File: config.mk
export PLATFORM = sky130hd
export DESIGN_NAME = alu_seq
export DESIGN_NICKNAME = d
export VERILOG_FILES = /design/src/rtl/alu_seq.sv
export SDC_FILE = /design/constraint.sdc
export NUM_CORES = 1
export LEC_CHECK = 0
export CAP_MARGIN = 20
export CORE_MARGIN = 2
export CORE_UTILIZATION = 59
export CTS_CLUSTER_SIZE = 14
export DETAILED_ROUTE_END_ITERATION = 6
export PLACE_DENSITY = 0.82
export SYNTH_ARGS = -nofsm -noshare
export SYNTH_HDL_FRONTEND = slang
export SYNTH_SLANG_ARGS = --single-unit
File: constraint.sdc
create_clock -name clk -period 5.6 [get_ports clk]
set_input_delay 0.84 -clock clk [delete_from_list [all_inputs] [get_ports clk]]
set_output_delay 0.84 -clock clk [all_outputs]
set_load 0.02 [all_outputs]
File: src/rtl/alu_seq.sv
// ----------------------------------------------------------------------------
// alu_seq
//   Multi-cycle shift/logic/arithmetic ALU with optional 6502-style decimal
//   (BCD) ADC/SBC. Operands are captured on a start strobe. The binary result
//   is formed in EXEC, and decimal ADC/SBC take one extra ADJUST cycle. The
//   result and the N/Z/C/V flags are registered and announced by a one-cycle
//   done pulse.
//
// Parameters
//   WIDTH       datapath width (multiple of 4 when DECIMAL_EN=1)
//   DECIMAL_EN  1 = BCD adjust available, 0 = decimal_mode ignored
//
// Ports
//   clk, rst                 clock, asynchronous active-high reset
//   start                    operation request, sampled only when idle
//   alu_op[3:0]              operation code
//   inputA, inputB           operands (accumulator side / memory side)
//   carry_in, overflow_in    current C and V flags
//   decimal_mode             current D flag
//   busy                     operation in flight
//   done                     one-cycle completion pulse
//   ALU_output               registered result
//   flag_n/z/c/v             registered flags
// ----------------------------------------------------------------------------
module alu_seq #(
   parameter int WIDTH      = 8,
   parameter bit DECIMAL_EN = 1'b1
) (
   input  logic             clk,
   input  logic             rst,
   input  logic             start,
   input  logic [3:0]       alu_op,
   input  logic [WIDTH-1:0] inputA,
   input  logic [WIDTH-1:0] inputB,
   input  logic             carry_in,
   input  logic             overflow_in,
   input  logic             decimal_mode,
   output logic             busy,
   output logic             done,
   output logic [WIDTH-1:0] ALU_output,
   output logic             flag_n,
   output logic             flag_z,
   output logic             flag_c,
   output logic             flag_v
);

   localparam int NIB = WIDTH / 4;

   localparam logic [3:0] OP_ASL  = 4'd0;
   localparam logic [3:0] OP_LSR  = 4'd1;
   localparam logic [3:0] OP_ROL  = 4'd2;
   localparam logic [3:0] OP_ROR  = 4'd3;
   localparam logic [3:0] OP_ADC  = 4'd4;
   localparam logic [3:0] OP_SBC  = 4'd5;
   localparam logic [3:0] OP_AND  = 4'd6;
   localparam logic [3:0] OP_ORA  = 4'd7;
   localparam logic [3:0] OP_EOR  = 4'd8;
   localparam logic [3:0] OP_INC  = 4'd9;
   localparam logic [3:0] OP_DEC  = 4'd10;
   localparam logic [3:0] OP_CMP  = 4'd11;
   localparam logic [3:0] OP_PASS = 4'd12;

   typedef enum logic [1:0] {S_IDLE, S_EXEC, S_ADJUST} state_t;

   state_t           state;
   logic [3:0]       op_p0;
   logic [WIDTH-1:0] a_p0;
   logic [WIDTH-1:0] b_p0;
   logic             ci_p0;
   logic             vi_p0;
   logic             d_p0;

   logic             accept;
   logic             go_adjust;
   logic [WIDTH-1:0] b_eff;
   logic             cin_eff;
   logic [WIDTH:0]   sum_w;
   logic [WIDTH-1:0] res_bin;
   logic             c_bin;
   logic             v_bin;
   logic [WIDTH:0]   dec_w;

   // Two's-complement overflow: operands agree in sign, result does not.
   function automatic logic add_ovf(input logic signed [WIDTH-1:0] x,
                                    input logic signed [WIDTH-1:0] y,
                                    input logic signed [WIDTH-1:0] r);
      return ((x < 0) == (y < 0)) && ((r < 0) != (x < 0));
   endfunction

   // Decimal add, nibble by nibble; the corrected nibble carry ripples upward.
   // Returns {carry, result}.
   function automatic logic [WIDTH:0] bcd_add(input logic [WIDTH-1:0] x,
                                              input logic [WIDTH-1:0] y,
                                              input logic             cin);
      logic [5:0]       s;
      logic             c;
      logic [WIDTH-1:0] r;
      c = cin;
      r = '0;
      for (int i = 0; i < NIB; i++) begin
         s = {2'b00, x[4*i +: 4]} + {2'b00, y[4*i +: 4]} + {5'b00000, c};
         if (s > 6'd9) s = s + 6'd6;
         c = (s > 6'd15);
         r[4*i +: 4] = s[3:0];
      end
      return {c, r};
   endfunction

   // Decimal subtract: a nibble that borrows is corrected by -6.
   // Returns {no_borrow, result}.
   function automatic logic [WIDTH:0] bcd_sub(input logic [WIDTH-1:0] x,
                                              input logic [WIDTH-1:0] y,
                                              input logic             cin);
      logic [5:0]       d;
      logic             bw;
      logic [WIDTH-1:0] r;
      bw = ~cin;
      r  = '0;
      for (int i = 0; i < NIB; i++) begin
         d = {2'b00, x[4*i +: 4]} - {2'b00, y[4*i +: 4]} - {5'b00000, bw};
         if (d[5]) begin
            d  = d - 6'd6;
            bw = 1'b1;
         end else begin
            bw = 1'b0;
         end
         r[4*i +: 4] = d[3:0];
      end
      return {~bw, r};
   endfunction

   // The done cycle still belongs to the finishing operation, so a start
   // coinciding with done is not taken.
   assign accept    = (state == S_IDLE) && start && !done;
   assign go_adjust = DECIMAL_EN && d_p0 && ((op_p0 == OP_ADC) || (op_p0 == OP_SBC));

   // ---- stage p0: operand capture ----
   always_ff @(posedge clk) begin
      if (accept) begin
         op_p0 <= alu_op;
         a_p0  <= inputA;
         b_p0  <= inputB;
         ci_p0 <= carry_in;
         vi_p0 <= overflow_in;
         d_p0  <= decimal_mode;
      end
   end

   // ---- stage p1: binary result (EXEC) and decimal correction (ADJUST) ----
   always_comb begin
      b_eff   = ((op_p0 == OP_SBC) || (op_p0 == OP_CMP)) ? ~b_p0 : b_p0;
      cin_eff = (op_p0 == OP_CMP) ? 1'b1 : ci_p0;
      sum_w   = {1'b0, a_p0} + {1'b0, b_eff} + (WIDTH+1)'(cin_eff);
      res_bin = '0;
      c_bin   = ci_p0;
      v_bin   = vi_p0;
      case (op_p0)
         OP_ASL:  begin res_bin = {a_p0[WIDTH-2:0], 1'b0};  c_bin = a_p0[WIDTH-1]; end
         OP_LSR:  begin res_bin = {1'b0, a_p0[WIDTH-1:1]};  c_bin = a_p0[0];       end
         OP_ROL:  begin res_bin = {a_p0[WIDTH-2:0], ci_p0}; c_bin = a_p0[WIDTH-1]; end
         OP_ROR:  begin res_bin = {ci_p0, a_p0[WIDTH-1:1]}; c_bin = a_p0[0];       end
         OP_ADC, OP_SBC: begin
            res_bin = sum_w[WIDTH-1:0];
            c_bin   = sum_w[WIDTH];
            v_bin   = add_ovf(a_p0, b_eff, sum_w[WIDTH-1:0]);
         end
         OP_AND:  res_bin = a_p0 & b_p0;
         OP_ORA:  res_bin = a_p0 | b_p0;
         OP_EOR:  res_bin = a_p0 ^ b_p0;
         OP_INC:  res_bin = a_p0 + WIDTH'(1);
         OP_DEC:  res_bin = a_p0 - WIDTH'(1);
         OP_CMP:  begin res_bin = sum_w[WIDTH-1:0]; c_bin = sum_w[WIDTH]; end
         OP_PASS: res_bin = b_p0;
         default: res_bin = '0;
      endcase
      dec_w = (op_p0 == OP_SBC) ? bcd_sub(a_p0, b_p0, ci_p0)
                                : bcd_add(a_p0, b_p0, ci_p0);
   end

   // ---- stage p2: control FSM and registered result/flags ----
   always_ff @(posedge clk or posedge rst) begin
      if (rst) begin
         state      <= S_IDLE;
         busy       <= 1'b0;
         done       <= 1'b0;
         ALU_output <= '0;
         flag_n     <= 1'b0;
         flag_z     <= 1'b0;
         flag_c     <= 1'b0;
         flag_v     <= 1'b0;
      end else begin
         done <= 1'b0;
         case (state)
            S_IDLE: begin
               if (accept) begin
                  state <= S_EXEC;
                  busy  <= 1'b1;
               end
            end
            S_EXEC: begin
               if (go_adjust) begin
                  state <= S_ADJUST;
               end else begin
                  ALU_output <= res_bin;
                  flag_n     <= res_bin[WIDTH-1];
                  flag_z     <= (res_bin == '0);
                  flag_c     <= c_bin;
                  flag_v     <= v_bin;
                  done       <= 1'b1;
                  busy       <= 1'b0;
                  state      <= S_IDLE;
               end
            end
            S_ADJUST: begin
               // V comes from the binary sum; N/Z/C from the adjusted value.
               ALU_output <= dec_w[WIDTH-1:0];
               flag_n     <= dec_w[WIDTH-1];
               flag_z     <= (dec_w[WIDTH-1:0] == '0);
               flag_c     <= dec_w[WIDTH];
               flag_v     <= v_bin;
               done       <= 1'b1;
               busy       <= 1'b0;
               state      <= S_IDLE;
            end
            default: state <= S_IDLE;
         endcase
      end
   end

endmodule

# Word level (Yosys, flattened, before mapping)
# Index checks and enable logic that the tools add are counted.
classes:
  add_sub_neg: 16
  n_lt_le_gt_ge: 7
  eq_ne: 18
  mux: 30
  n_bitwise: 6
  reduce_logical: 19
op_table:
  columns: ["op", "n"]
  rows:
  - ["$pmux W8 S11", 1]
  - ["$gt A6 B4 Y1 const B", 4]
  - ["$lt A8 B1 Y1 const B", 3]
  - ["$eq A4 B4 Y1 const B", 5]
  - ["$eq A4 B3 Y1 const B", 4]
  - ["$logic_not A8 Y1", 2]
  - ["$mux W8", 2]
  - ["$pmux W8 S2", 1]
  - ["$add A5 B1 Y6", 2]
  - ["$add A6 B3 Y6 const B", 2]
  - ["$mux W6", 2]
  - ["$sub A5 B2 Y6", 2]
  - ["$mux W1", 11]
  - ["$add A4 B4 Y5", 2]
  - ["$pmux W1 S2", 5]
  - ["$sub A4 B4 Y5", 2]
  - ["$add A8 B8 Y9", 1]
  - ["$add A9 B1 Y9", 1]
  - ["$mux W9", 1]
  - ["$add A8 B1 Y8 const B", 1]
  - ["$and A8 B8 Y8", 1]
  - ["$eq A4 B2 Y1 const B", 2]
  - ["$mux W4", 2]
  - ["$not A8 Y8", 1]
  - ["other kinds (25)", 36]
totals:
  reg_bits: 39
  word_cells: 110

# Logic depth before layout (Yosys ltp)
logic_depth:
  ltp_word: 12
  mapped_depth: 18
  ltp_nobuf: 17

# Worst setup path before layout
# Ideal clock, no wire load.
synth_path:
  path_type: "register -> register"
  startpoint: "register op_p0[0]"
  endpoint: "register flag_z"
  arrival_ns: 3.986
  required_ns: 5.534
  path_slack_ns: 1.548
  stages_incl_launch_ff: 16
  path_buffers: 3
  cell_sequence: "edfxtp_1 -> buf_2 -> buf_2 -> buf_1 -> nand2_1 -> xnor2_1 -> fa_1 -> fa_1 -> a211oi_1 -> nor2_1 -> nor2_1 -> nor3_1 -> a211o_1 -> or4_1 -> o31ai_1 -> a31o_1"
synth_between:
  elab_chain_len: 9
  word_cells_on_any_way: 29
synth_lines:
  columns: ["element", "line", "source"]
  rows:
  - ["start, declared", "66", "logic [3:0] op_p0;"]
  - ["start signal, assigned", "140", "op_p0 <= alu_op;"]
  - ["$eq A4 B3 Y1 or $eq A4 B4 Y1 (tied branches)", null, null]
  - ["$logic_or A1 B1 Y1", "151", "b_eff = ((op_p0 == OP_SBC) || (op_p0 == OP_CMP)) ? ~b_p0 : b_p0;"]
  - ["$mux W8", "151", null]
  - ["$add A8 B8 Y9", "153", "sum_w = {1'b0, a_p0} + {1'b0, b_eff} + (WIDTH+1)'(cin_eff);"]
  - ["$add A9 B1 Y9", "153", null]
  - ["$pmux W8 S11", "157", "case (op_p0)"]
  - ["$logic_not A8 Y1", "206", "flag_z <= (res_bin == '0);"]
  - ["$mux W1", "201", "if (go_adjust) begin"]
  - ["$pmux W1 S2", "193", "case (state)"]
  - ["end signal, assigned", "206", null]
  - ["end signal, assigned", "218", "flag_z <= (dec_w[WIDTH-1:0] == '0);"]
  - ["end, declared", "42", "output logic flag_z,"]
# Parallel ways exist; a longest one is shown, timed or not. The select of a mux whose other input is x is not followed.
# A chain may end at the register's enable or synchronous reset.

# Final worst setup path
layout_path:
  startpoint: "register op_p0[3]"
  endpoint: "register flag_z"
# The elaborated chain is that of the path after synthesis.

==> results.md <==
CTS:
- The number of CTS-inserted buffers is 5.
- The tree is rooted in a sky130_fd_sc_hd__clkbuf_8.
- The tree built by TritonCTS fans out to 38 sinks.
- The H-tree depth is 2.
- The clock tree from TritonCTS is built.
- The clock slew at the register clock pins of the worst setup and hold paths is 0.08 ns.
- Buffers inserted to repair hold after CTS numbered 0.
- Once the clock tree was built, the resizer swapped 0 gates to a different size.
- The post-CTS setup buffer count is 0.
- The largest buffer count on any clock path is 2.
- The latest clock arrival within the worst-skew pair is 0.30 ns.

Drt:
- The detail route stage leaves a number of antenna-violating nets equal to 0.
- The detailed-route vias per instance is 6.168.
- The iteration count of the initial detailed-routing pass is 5.
- The detailed router finished its first iteration with 264 violations.
- Dividing the detail-routed wire length by the instance count gives 16.74 um.
- Summed over all layers, the routed wires come to 9440 um.
- For this block, the via count after detailed routing is 3479.
- The post-route DRC violation count is 0.

Placed design:
- The detailed placer's ending HPWL is 7477 um.
- After detailed placement, the design holds a cell count of 556.
- The global placer's final weighted congestion is 0.9217.
- The count of buffers inserted at the top-level ports is 39.
- Before CTS, the worst setup slack after placement is 1.036 ns.

Worst setup path:
- The type of the worst setup path is flip-flop to flip-flop.
- The type of element capturing the critical path is a flip-flop.
- The peak fanout along the critical path is 18.
- STA puts the critical path data arrival time at 4.93 ns.
- The worst setup path is launched from a flip-flop.
- The data required time of the critical path is 5.84 ns.

Global routing:
- Entering global routing, the biggest net connects 30 pins.
- The overall overflow remaining after global route is 0.
- The number of global-route vias before repair was 3358.
- The number of antenna violations at the first check in global routing came to 0.
- The first global-routing pass estimated 15700 um of wire.
- The aggregate global-route resource usage is 26.55%.

Logic synthesis:
- In the synthesized netlist the dominant register cell turns out to be sky130_fd_sc_hd__edfxtp_1.
- The unique cell type count in the Yosys netlist is 58.
- The average instance in the mapped netlist occupies 8.814 um^2.
- Counting flops with an async set or reset pin after synthesis yields a share of 39.47%.
- The number of flops mapped to enable cells by yosys is 23.
- The total of warnings raised by yosys is 0.
- When the netlist entered floorplanning its net count stood at 536.
- The register bit count reported by yosys is 38.
- The share of the Yosys chip area taken by registers is 26.70%.
- The synthesized instance count is 453.
- The summed instance area of the synthesized netlist is 0.003993 mm^2.

Layout:
- Once layout is complete, the utilization of the core stands at 70.28%.
- 0 antenna diodes ended up in the layout.
- Fill cells in the final layout number 516.
- The count of cells in the finished layout, fillers not included, comes to 564.
- Leaving out fill and tap cells, the most frequent cell in the layout is sky130_fd_sc_hd__ha_1.
- The growth of design area from synthesis to finish is 13.69%.
- The sequential cells in the finished layout cover a total of 0.001066 mm^2.
- After the last flow step, the layout net total stands at 569.
- The multi-input combinational cells in the finished layout cover a total of 0.002694 mm^2.
- In the layout the commonest cells are 48 x sky130_fd_sc_hd__ha_1, 45 x sky130_fd_sc_hd__inv_1, 39 x sky130_fd_sc_hd__clkdlybuf4s50_1.
- The share of final-layout standard cells stronger than drive strength 1 is 3.901%.

Status:
- The flow ran to the end, and the final reports show no timing, DRC or antenna violations.

Timing:
- Based on the critical path, the design can be clocked at up to 213.3 MHz.
- The setup-violating endpoint count in the final report is 0.
- The maximum clock skew at final layout is 0.009571 ns.
- Setup repair after global routing left no endpoint under its margin.
- The worst hold slack across all endpoints is 0.4835 ns.
- The fraction of the cycle the final worst path needs is 83.72%.
- After layout, the worst setup slack is 0.9119 ns.
- At the pin with the least slew margin, the transition time is 1.034 ns.
- The shortest period the worst path allows is 4.688 ns.
- Setup total negative slack on the finished layout was measured at 0 ns.
- The final hold violation count is 0.
- The worst slew margin relative to its limit is 30.91%.
- The total count of max-transition violations in the final report came to 0.

Die:
- The number of primary I/O pins is 40.
- The die outline width is 86.26 um.
- The die covers 0.007441 mm^2.
- The height of the chip is 86.26 um.
- The starting utilization of the core area is 61.82%.
- The floorplan has 29 rows.
- The region available for standard cell placement spans 0.006459 mm^2.

Hold path:
- The path type of the worst min-delay path is flip-flop to flip-flop.

Flow run:
- Max-cap violations in this run came to 0.

Power:
- The worst-case IR drop observed on VDD is 0.2323 mV.
- The standby leakage power is 1.964 nW.
- The cell area power density is 546.7 mW/mm^2.
sequential cells by signal (all words and copies together) (netlist names), 2 cells and up:
register    flops
a_p0            8
op_p0           4
state           2
b_p0            8
ALU_output      8
logic make-up after synthesis:
logic type               count (synthesis)  synth area share [%]
XOR/XNOR                                36                 7.897
AO/OA/AOI/OAI                          119                 19.84
AND/OR/NAND/NOR                        125                 15.54
buffers and inverters                   60                 5.829
adder cells (fa/ha/maj)                 57                 19.56
multiplexers                            18                 4.638
flip-flops                              38                 26.70
critical path, stage by stage, from the launching register on:
cell                       delay [ns]
sky130_fd_sc_hd__edfxtp_1        0.63
sky130_fd_sc_hd__or3b_2          0.62
sky130_fd_sc_hd__nand2_1         0.09
sky130_fd_sc_hd__nand2_1         0.28
sky130_fd_sc_hd__xnor2_1         0.25
sky130_fd_sc_hd__fa_1            0.44
sky130_fd_sc_hd__fa_1            0.42
sky130_fd_sc_hd__a211oi_1        0.35
sky130_fd_sc_hd__o21bai_1        0.14
sky130_fd_sc_hd__a21oi_1         0.25
sky130_fd_sc_hd__xnor2_1         0.11
sky130_fd_sc_hd__a221oi_1        0.54
sky130_fd_sc_hd__inv_1           0.12
sky130_fd_sc_hd__o31ai_1         0.27
sky130_fd_sc_hd__a31o_1          0.13
where the power goes:
| part | internal, mW | switching, mW | total (mW) |
|---|---|---|---|
| Combinational | 0.761 | 0.983 | 1.74 |
| Sequential | 0.403 | 0.100 | 0.503 |
| Clock | 0.131 | 0.103 | 0.234 |
| Total | 1.30 | 1.19 | 2.48 |
per-layer routing:
metal / vias to the layer above / GRT usage, % / part of all wire, %
met5: - / 0 / 0
met1: 1628 / 35.05 / 43
met2: 142 / 46.30 / 48
met4: 0 / 6.534 / 1.9
met3: 15 / 3.524 / 6.6
li1: 1694 / - / -
final cells by class:
| type | instances | share of cell area [%] |
|---|---|---|
| well taps | 77 | 2.122 |
| repair buffers | 41 | 8.931 |
| flip-flops and latches | 38 | 23.48 |
| clock buffers | 5 | 1.516 |
| clock inverters | 3 | 0.8820 |
| multi-input cells | 355 | 59.34 |
| inverters | 45 | 3.721 |
Yosys cell counts, drive strengths merged (6+ instances only):
cell type,n,share of area [%]
a21oi,21,2.6
a221oi,7,1.5
a31oi,6,0.94
clkbuf,10,0.94
dfrtp,15,9.4
edfxtp,23,17
fa,9,4.5
ha,48,15
inv,45,4.2
mux2i,14,3.5
nand2,38,3.6
nand2b,8,1.3
nor2,30,2.8
nor2b,10,1.6
nor3,9,1.1
o21ai,34,4.4
o311ai,6,1.3
xnor2,27,5.9
xor2,9,2.0
worst paths after layout:
check	from	endpoint	slack (ns)	depth (start not counted)
max	op_p0[3]	flag_z	0.91	14
min	ALU_output[1]	ALU_output[1]	0.48	2
max reg2reg	op_p0[3]	flag_z	0.91	14
min reg2reg	ALU_output[1]	ALU_output[1]	0.48	2
max in group asynchronous	rst	flag_z	4.36	2
min in group asynchronous	rst	busy	0.88	2
metrics by stage:
step	cell area (um^2)	power, mW
detailed placement	4431	2.225
floorplan	3993	1.793
global route	4539	2.709
CTS	4539	2.463
finish	4539	2.482
global placement	4431	2.166
No activity file was read; power rests on OpenSTA's default activity.
